### src/rtl/spatz_pkg.sv
// Shared vector register file geometry and the row-level types used by
// the blocks that sit in front of the VRF.
package spatz_pkg;

    localparam int NRVREG       = 32;
    localparam int VRFWordWidth = 64;

    typedef logic [$clog2(NRVREG)-1:0] vrf_addr_t;
    typedef logic [VRFWordWidth-1:0]   vrf_data_t;
    typedef logic [VRFWordWidth/8-1:0] vrf_be_t;

endpackage

### src/rtl/lzc.sv
// Leading/trailing zero counter: MODE=0 counts trailing zeros (index of the
// lowest set bit), MODE=1 counts leading zeros. empty_o flags an all-zero input.
module lzc #(
    parameter int unsigned WIDTH     = 2,
    parameter bit          MODE      = 1'b0,
    parameter int unsigned CNT_WIDTH = (WIDTH > 1) ? $clog2(WIDTH) : 1
) (
    input  logic [WIDTH-1:0]     in_i,
    output logic [CNT_WIDTH-1:0] cnt_o,
    output logic                 empty_o
);

    always_comb begin
        cnt_o = '0;
        if (MODE) begin
            for (int i = 0; i < int'(WIDTH); i++) begin
                if (in_i[i]) cnt_o = CNT_WIDTH'(int'(WIDTH) - 1 - i);
            end
        end else begin
            for (int i = int'(WIDTH) - 1; i >= 0; i--) begin
                if (in_i[i]) cnt_o = CNT_WIDTH'(i);
            end
        end
    end

    assign empty_o = ~|in_i;

endmodule

### src/rtl/vrf_write_arbiter.sv
// Round-robin arbiter for the single VRF write port, with zero-latency grant
// and read-after-write hazard flags covering the write and its commit cycle.
module vrf_write_arbiter
    import spatz_pkg::*;
#(
    parameter int NrWritePorts = 3,
    parameter int NrReadPorts  = 3,
    parameter int NrWords      = NRVREG,
    parameter int WordWidth    = VRFWordWidth
) (
    input  logic                                          clk_i,
    input  logic                                          rst_ni,
    input  logic [NrWritePorts-1:0]                       req_i,
    input  logic [NrWritePorts-1:0][$clog2(NrWords)-1:0]  addr_i,
    input  logic [NrWritePorts-1:0][WordWidth-1:0]        data_i,
    input  logic [NrWritePorts-1:0][WordWidth/8-1:0]      be_i,
    output logic [NrWritePorts-1:0]                       gnt_o,
    output logic [$clog2(NrWords)-1:0]                    waddr_o,
    output logic [WordWidth-1:0]                          wdata_o,
    output logic                                          we_o,
    output logic [WordWidth/8-1:0]                        wbe_o,
    input  logic [NrReadPorts-1:0][$clog2(NrWords)-1:0]   raddr_i,
    output logic [NrReadPorts-1:0]                        hazard_o
);

    localparam int AddrW = $clog2(NrWords);
    localparam int BeW   = WordWidth / 8;
    localparam int IdxW  = (NrWritePorts > 1) ? $clog2(NrWritePorts) : 1;

    typedef struct packed {
        logic [AddrW-1:0] addr;
        logic [BeW-1:0]   be;
    } inflight_t;

    logic [IdxW-1:0]         rr_q, rr_d;
    inflight_t               inflight_q, inflight_d;
    logic                    inflight_valid_q, inflight_valid_d;
    logic [NrWritePorts-1:0] req_rot;
    logic [IdxW-1:0]         lzc_cnt;
    logic                    lzc_empty;
    logic [IdxW-1:0]         win;

    // Rotate so that position 0 of the search vector is requester rr_q.
    always_comb begin
        int idx;
        req_rot = '0;
        for (int i = 0; i < NrWritePorts; i++) begin
            idx = i + int'(rr_q);
            if (idx >= NrWritePorts) idx = idx - NrWritePorts;
            req_rot[i] = req_i[idx];
        end
    end

    lzc #(
        .WIDTH     (NrWritePorts),
        .MODE      (1'b0),
        .CNT_WIDTH (IdxW)
    ) i_lzc (
        .in_i    (req_rot),
        .cnt_o   (lzc_cnt),
        .empty_o (lzc_empty)
    );

    always_comb begin
        int w;
        int n;
        w = int'(lzc_cnt) + int'(rr_q);
        if (w >= NrWritePorts) w = w - NrWritePorts;
        n = w + 1;
        if (n >= NrWritePorts) n = 0;
        win  = IdxW'(w);
        rr_d = rr_q;
        if (!lzc_empty) rr_d = IdxW'(n);
    end

    // Outputs are held at zero while reset is asserted, whatever the inputs do.
    always_comb begin
        gnt_o   = '0;
        we_o    = 1'b0;
        waddr_o = '0;
        wdata_o = '0;
        wbe_o   = '0;
        if (rst_ni && !lzc_empty) begin
            gnt_o[win] = 1'b1;
            we_o       = 1'b1;
            waddr_o    = addr_i[win];
            wdata_o    = data_i[win];
            wbe_o      = be_i[win];
        end
    end

    always_comb begin
        inflight_d.addr  = waddr_o;
        inflight_d.be    = wbe_o;
        inflight_valid_d = we_o && (|wbe_o);
    end

    always_comb begin
        hazard_o = '0;
        for (int p = 0; p < NrReadPorts; p++) begin
            hazard_o[p] = rst_ni &&
                ((we_o && (|wbe_o) && (raddr_i[p] == waddr_o)) ||
                 (inflight_valid_q && (|inflight_q.be) && (raddr_i[p] == inflight_q.addr)));
        end
    end

    always_ff @(posedge clk_i or negedge rst_ni) begin
        if (!rst_ni) begin
            rr_q             <= '0;
            inflight_q       <= '0;
            inflight_valid_q <= 1'b0;
        end else begin
            rr_q             <= rr_d;
            inflight_q       <= inflight_d;
            inflight_valid_q <= inflight_valid_d;
        end
    end

endmodule

### config.mk
export PLATFORM = sky130hd
export DESIGN_NAME = vrf_write_arbiter
export DESIGN_NICKNAME = d
export VERILOG_FILES = /design/src/rtl/spatz_pkg.sv /design/src/rtl/lzc.sv /design/src/rtl/vrf_write_arbiter.sv
export SDC_FILE = /design/constraint.sdc
export NUM_CORES = 1
export LEC_CHECK = 0
export BUFFER_PORTS_ARGS = -buffer_cell sky130_fd_sc_hd__buf_2
export CAP_MARGIN = 0
export CORE_AREA = 5 5 128 130
export CTS_CLUSTER_SIZE = 8
export DETAILED_ROUTE_END_ITERATION = 7
export DIE_AREA = 0 0 133 135
export PLACE_DENSITY = 0.51
export SYNTH_ARGS = -nofsm -noshare
export SYNTH_HDL_FRONTEND = slang
export SYNTH_SLANG_ARGS = --single-unit
### constraint.sdc
create_clock -name clk_i -period 6.4 [get_ports clk_i]
set_input_delay 0.32 -clock clk_i [delete_from_list [all_inputs] [get_ports clk_i]]
set_output_delay 0.32 -clock clk_i [all_outputs]
set_load 0.01 [all_outputs]
## Yosys cells after proc, flatten, opt, wreduce, memory -nomap -nowiden

Cells that the tools add are included.

- Equality and inequality tests: 6
- Reduce and logical (&&, ||, !) cells: 19
- Shift-type cells: 0
- Mux-type cells: 30
- Bitwise logic cells: 0
- $lt $le $gt $ge: 10
- Add/subtract/negate cells: 8
- Div/mod/pow operators: 0
- $mul: 0

Operator list:

| kind | number |
|---|---|
| $bmux 64 s2 | 1 |
| $mux 32 | 4 |
| $mux 64 | 2 |
| $lt 32x4->1 const B | 3 |
| $add 32x2->32 const B | 1 |
| $ge 32x3->1 const B | 1 |
| $eq 5x5->1 | 6 |
| $bmux 8 s2 | 1 |
| $mux 8 | 2 |
| $reduce_or 8->1 | 2 |
| $logic_and 1x1->1 | 13 |
| $sub 3x2->4 const B | 3 |
| $bmux 5 s2 | 1 |
| $mux 5 | 2 |
| $ge 3x2->1 const B | 3 |
| $mux 1 | 8 |
| $mux 2 | 4 |
| $bmux 1 s2 | 3 |
| $add 1x2->3 const A | 1 |
| $add 2x2->3 | 1 |
| $add 2x2->3 const A | 1 |
| $logic_or 1x1->1 | 3 |
| $lt 2x3->1 const B | 1 |
| $mux 3 | 1 |
| other kinds (5) | 5 |

- Bits in latches: 0
- Input port bits: 251
- Memory bits (writable): 0
- Logic and storage cells: 77
- Output and inout bits: 84
- Flip-flop bits (word level): 16
- Bits in read-only memories: 0
- Memories: 0

## Logic depth before layout (Yosys ltp)

- Depth after elaboration: 20
- Depth in mapped cells: 20
- Mapped depth without buffers: 17

## By module

From an unflattened synthesis, not the netlist that was laid out.

- Cells, all modules: 567
- Area, all modules: 3220.6 um2

By module, submodules not included:

| module | sequential area each (um2) | cells an instance | times used | area an instance (um2) |
|---|---|---|---|---|
| vrf_write_arbiter | 400.4 | 564 | 1 | 3189.3 |
| lzc | 0.0 | 3 | 1 | 31.3 |

## Worst setup path before layout

OpenSTA, ideal clock, no wires.

- Kind: reg2out
- From: reg rr_q[1]
- To: out hazard_o[0]
- Stages on the path, launching flop included: 18
- Arrival time: 3.776 ns
- Path slack: 2.304 ns
- Required time: 6.080 ns
- Cell sequence: dfrtp_1 -> inv_1 -> ha_1 -> mux2i_1 -> o21a_1 -> inv_1 -> nor2_1 -> ha_1 -> fa_1 -> ha_1 -> buf_6 -> or3_4 -> nand2_4 -> mux2i_1 -> a2bb2oi_2 -> xnor2_1 -> nor4_2 -> a31o_1

- Longest elaborated chain between the ends: 20
- Elaborated cells on any way between the ends: 42

RTL lines:

| item | RTL line | source |
|---|---|---|
| from (decl) | vrf_write_arbiter.sv:35 | `logic [IdxW-1:0] rr_q, rr_d;` |
| from (signal assigned) | vrf_write_arbiter.sv:113 | `rr_q <= rr_d;` |
| $add 2x2->3 | vrf_write_arbiter.sv:48 | `idx = i + int'(rr_q);` |
| $sub 3x2->4 / $ge 3x2->1 (equally long branches) | vrf_write_arbiter.sv:49 | `if (idx >= NrWritePorts) idx = idx - NrWritePorts;` |
| $mux 32 | vrf_write_arbiter.sv:49 |  |
| $bmux 1 s2 | vrf_write_arbiter.sv:50 | `req_rot[i] = req_i[idx];` |
| $mux 1 (not written as such) (2 in series) | vrf_write_arbiter.sv:50 |  |
| $mux 2 (3 in series) | lzc.sv:21 | `if (in_i[i]) cnt_o = CNT_WIDTH'(i);` |
| $add 2x2->3 | vrf_write_arbiter.sv:67 | `w = int'(lzc_cnt) + int'(rr_q);` |
| $sub 3x2->4 / $ge 3x2->1 (equally long branches) | vrf_write_arbiter.sv:68 | `if (w >= NrWritePorts) w = w - NrWritePorts;` |
| $mux 32 | vrf_write_arbiter.sv:68 |  |
| $bmux 8 s2 | vrf_write_arbiter.sv:88 | `wbe_o = be_i[win];` |
| $mux 8 (not written as such) | vrf_write_arbiter.sv:88 |  |
| $mux 8 | vrf_write_arbiter.sv:83 | `if (rst_ni && !lzc_empty) begin` |
| $reduce_or 8->1 | vrf_write_arbiter.sv:102 | `((we_o && (\|wbe_o) && (raddr_i[p] == waddr_o)) \|\|` |
| $logic_and 1x1->1 | vrf_write_arbiter.sv:102 |  |
| $logic_and 1x1->1 * | vrf_write_arbiter.sv:102 |  |
| $logic_or 1x1->1 * | vrf_write_arbiter.sv:102 |  |
| $logic_and 1x1->1 * | vrf_write_arbiter.sv:101 | `hazard_o[p] = rst_ni &&` |
| to (decl) | vrf_write_arbiter.sv:23 | `output logic [NrReadPorts-1:0] hazard_o` |

Every way passes the cells marked *; elsewhere a longest branch is shown, timed or not. The select of a mux whose other input is x is not followed.

## Worst setup path after layout

- From: reg rr_q[1]
- To: out hazard_o[1]

The elaborated chain is that of the path after synthesis.

==> summary.md <==
| Metric | Value |
|---|---|
| Status | `finished clean` |
| GP Congestion | `0.899` |
| Fin. max-slew vios | `0` |
| IO Pins | `335` |
| Starting Density | `21.9%` |
| CTS tree | `built` |
| Post-CTS setup repair buffer count | `0` |
| Gates resized, CTS repair | `0` |
| Clock latency on the worst-skew pair | `240 ps` |
| Post-synth top area share | `22.5%` |
| TNS Setup | `0 ps` |
| Most frequent cells in the layout | `buf_2 (334), nand2_1 (150), a21oi_1 (148)` |
| Ys async rst share | `100%` |
| Largest area contributor in the netlist | `a21oi_1` |
| H-tree depth | `1` |
| Worst path bufs/invs | `4` |
| Worst path depth | `18` |
| Area Growth Syn to Fin | `55.2%` |
| Post-Syn Instances | `572` |
| Hold slack | `27.4 ps` |
| MaxCap Viol Count | `0` |
| Worst setup EP type | `primary output` |
| Worst path cell trace | `inv_1 > ha_1 > mux2i_1 > o21a_1 > inv_1 > nor2_1 > ha_1 > fa_1 > ha_1 > or3_4 > nand2_4 > inv_4 > nor2_8 > a21boi_1 > a22oi_1 > nand3_1 > o31ai_1 > buf_2` |
| Drt pass-1 iters | `5` |
| Layout cells sized above 1 | `41.3%` |
| Fmax | `190 MHz` |
| CTS Hold Buffers Added | `0` |
| Total number of vias | `5,121` |
| Seq/Total Area, Yosys | `12.1%` |
| Largest net degree at the start of global routing | `86` |
| Type of origin of the critical path | `flop` |
| Die area | `0.0180 mm²` |
| Clk pin slew, worst setup/hold paths | `50 ps` |
| Gr usage total | `19.0%` |
| Port Buffers | `334` |
| Vias in the first global route | `4,973` |
| Cell Area, Synth | `0.00330 mm²` |
| Clk root buf | `clkbuf_16` |
| 1st-iter DRT viols | `315` |
| DP Wirelength | `15,000 µm` |
| Slowest cell on crit path | `fa_1` |
| First-pass GRT wire length | `27,500 µm` |
| Drt wl/cell | `17.7 µm` |
| Area occupied by multi-input gates | `0.00263 mm²` |
| Hold crit path type | `in -> async` |
| Worst Tran Pin Value | `968 ps` |
| Final Critical Period | `5250 ps` |
| Fillers | `1,752` |
| Synth warnings | `0` |
| Worst Path Required | `6080 ps` |
| Worst R2R Path Depth | `16` |
| CTS Sinks | `16` |
| Final hold viol count | `0` |
| Core area | `0.0150 mm²` |
| Delay-heaviest family, CP | `simple AND/OR/NAND/NOR gates` |
| Vias per cell | `4.84` |
| Die Y | `135 µm` |
| Post-route ant nets | `0` |
| Syn nets | `832` |
| Total Routed Length | `18,700 µm` |
| Worst Path Arrival | `4930 ps` |
| Worst Clk Skew | `3.31 ps` |
| Initial antenna violation count | `6` |
| Distinct cell type count after synthesis | `56` |
| Yosys reg bits | `16` |
| Synth area leaders | `a21oi_1 (22%), nand2_1 (17%), dfrtp_1 (12%)` |
| Worst-path fanout max | `36` |
| Avg Cell Area, Syn | `5.76 µm²` |
| DR DRC count | `0` |
| Max clock buf depth | `2` |
| Most used cell, CP | `ha_1` |
| Row cnt | `45` |
| Worst stage delay on the critical path | `530 ps` |
| Synth Flop Type | `dfrtp_1` |
| Storage cell area | `400 µm²` |
| Commonest non-fill, non-tap cell in the layout | `buf_2` |
| Headroom to the max-slew limit | `35.5%` |
| Period utilization | `82.1%` |
| Die Width | `133 µm` |
| Final setup fails | `0` |
| Crit Path Class | `reg -> out` |
| Total grt overflow | `0` |
| Total CTS buffers | `3` |
| EDFF count, synth | `0` |
| Unrepaired setup endpoints after global routing | `no` |
| Net count reported at finish | `1,130` |
## state kept, by name, summed over array words and instances (netlist names)
signal,cells
rr_q,2
inflight_valid_q,1
inflight_q,13
## Yosys cell counts, types with 5 or more instances
| master | n |
|---|---|
| mux2i_1 | 8 |
| a21oi_1 | 148 |
| o22ai_1 | 7 |
| inv_1 | 9 |
| clkbuf_1 | 15 |
| buf_2 | 18 |
| nor3_1 | 6 |
| ha_1 | 8 |
| xnor2_1 | 11 |
| o21a_1 | 5 |
| nand3_1 | 7 |
| nor2_1 | 85 |
| nand2_1 | 150 |
| dfrtp_1 | 16 |
| nor4_1 | 8 |
| xor2_1 | 9 |
| buf_1 | 7 |
## final cells by class
type	count	share of cell area, %
sequential	16	7.83
multi-input combinational	500	51.4
antenna	1	0.0489
tap	188	4.60
timing repair buffer	338	33.3
inverter	11	1.10
clock buffer	4	1.74
## through the flow
stage               cells  area [µm²]  worst slack, ps  util (%)
floorplan             572        3300             2300         -
global placement     1053        5020             1470      33.4
detailed placement   1053        5020             1380      33.4
CTS                  1057        5110             1120      34.0
global route         1058        5110              729      34.0
finish               1058        5110             1150      34.0
## worst register-to-register path, delay by kind of cell, from the launching register on
kind	cells	cell delay, ps
AOI/OAI and AO/OA	2	290
buffers and inverters	4	850
adders and majority gates	4	1290
muxes	1	210
DFF	1	430
and+or+nand+nor	5	1400
## worst paths after layout
path | start | end | slack [ps]
max | rr_q[1] | hazard_o[1] | 1150
min | rst_ni | rr_q[0] | 30
max reg2reg | rr_q[1] | inflight_q[5] | 1830
min reg2reg | rr_q[0] | rr_q[0] | 590
max in group asynchronous | rst_ni | inflight_q[0] | 6050
min in group clk_i | be_i[23] | inflight_q[7] | 380
## layer usage
metal / wire length, µm / part of all wire [%] / track usage, % / vias up
met5: 67 / 0.36 / 0 / -
li1: - / - / - / 2544
met3: 1710 / 9.1 / 5.51 / 33
met4: 328 / 1.8 / 3.00 / 10
met2: 9480 / 51 / 34.7 / 245
met1: 7140 / 38 / 22.3 / 2289
## cells by family after synthesis
| family | synth area share [%] |
|---|---|
| compound gates | 33.4 |
| xor+xnor | 5.32 |
| fa+ha+maj | 3.64 |
| buf+inv | 8.54 |
| flops | 12.1 |
| mux | 3.19 |
| simple gates | 33.7 |
Power is left out: the tool's default activity adds up to more than one toggle a clock period on the data nets, which glitch-free logic cannot reach.
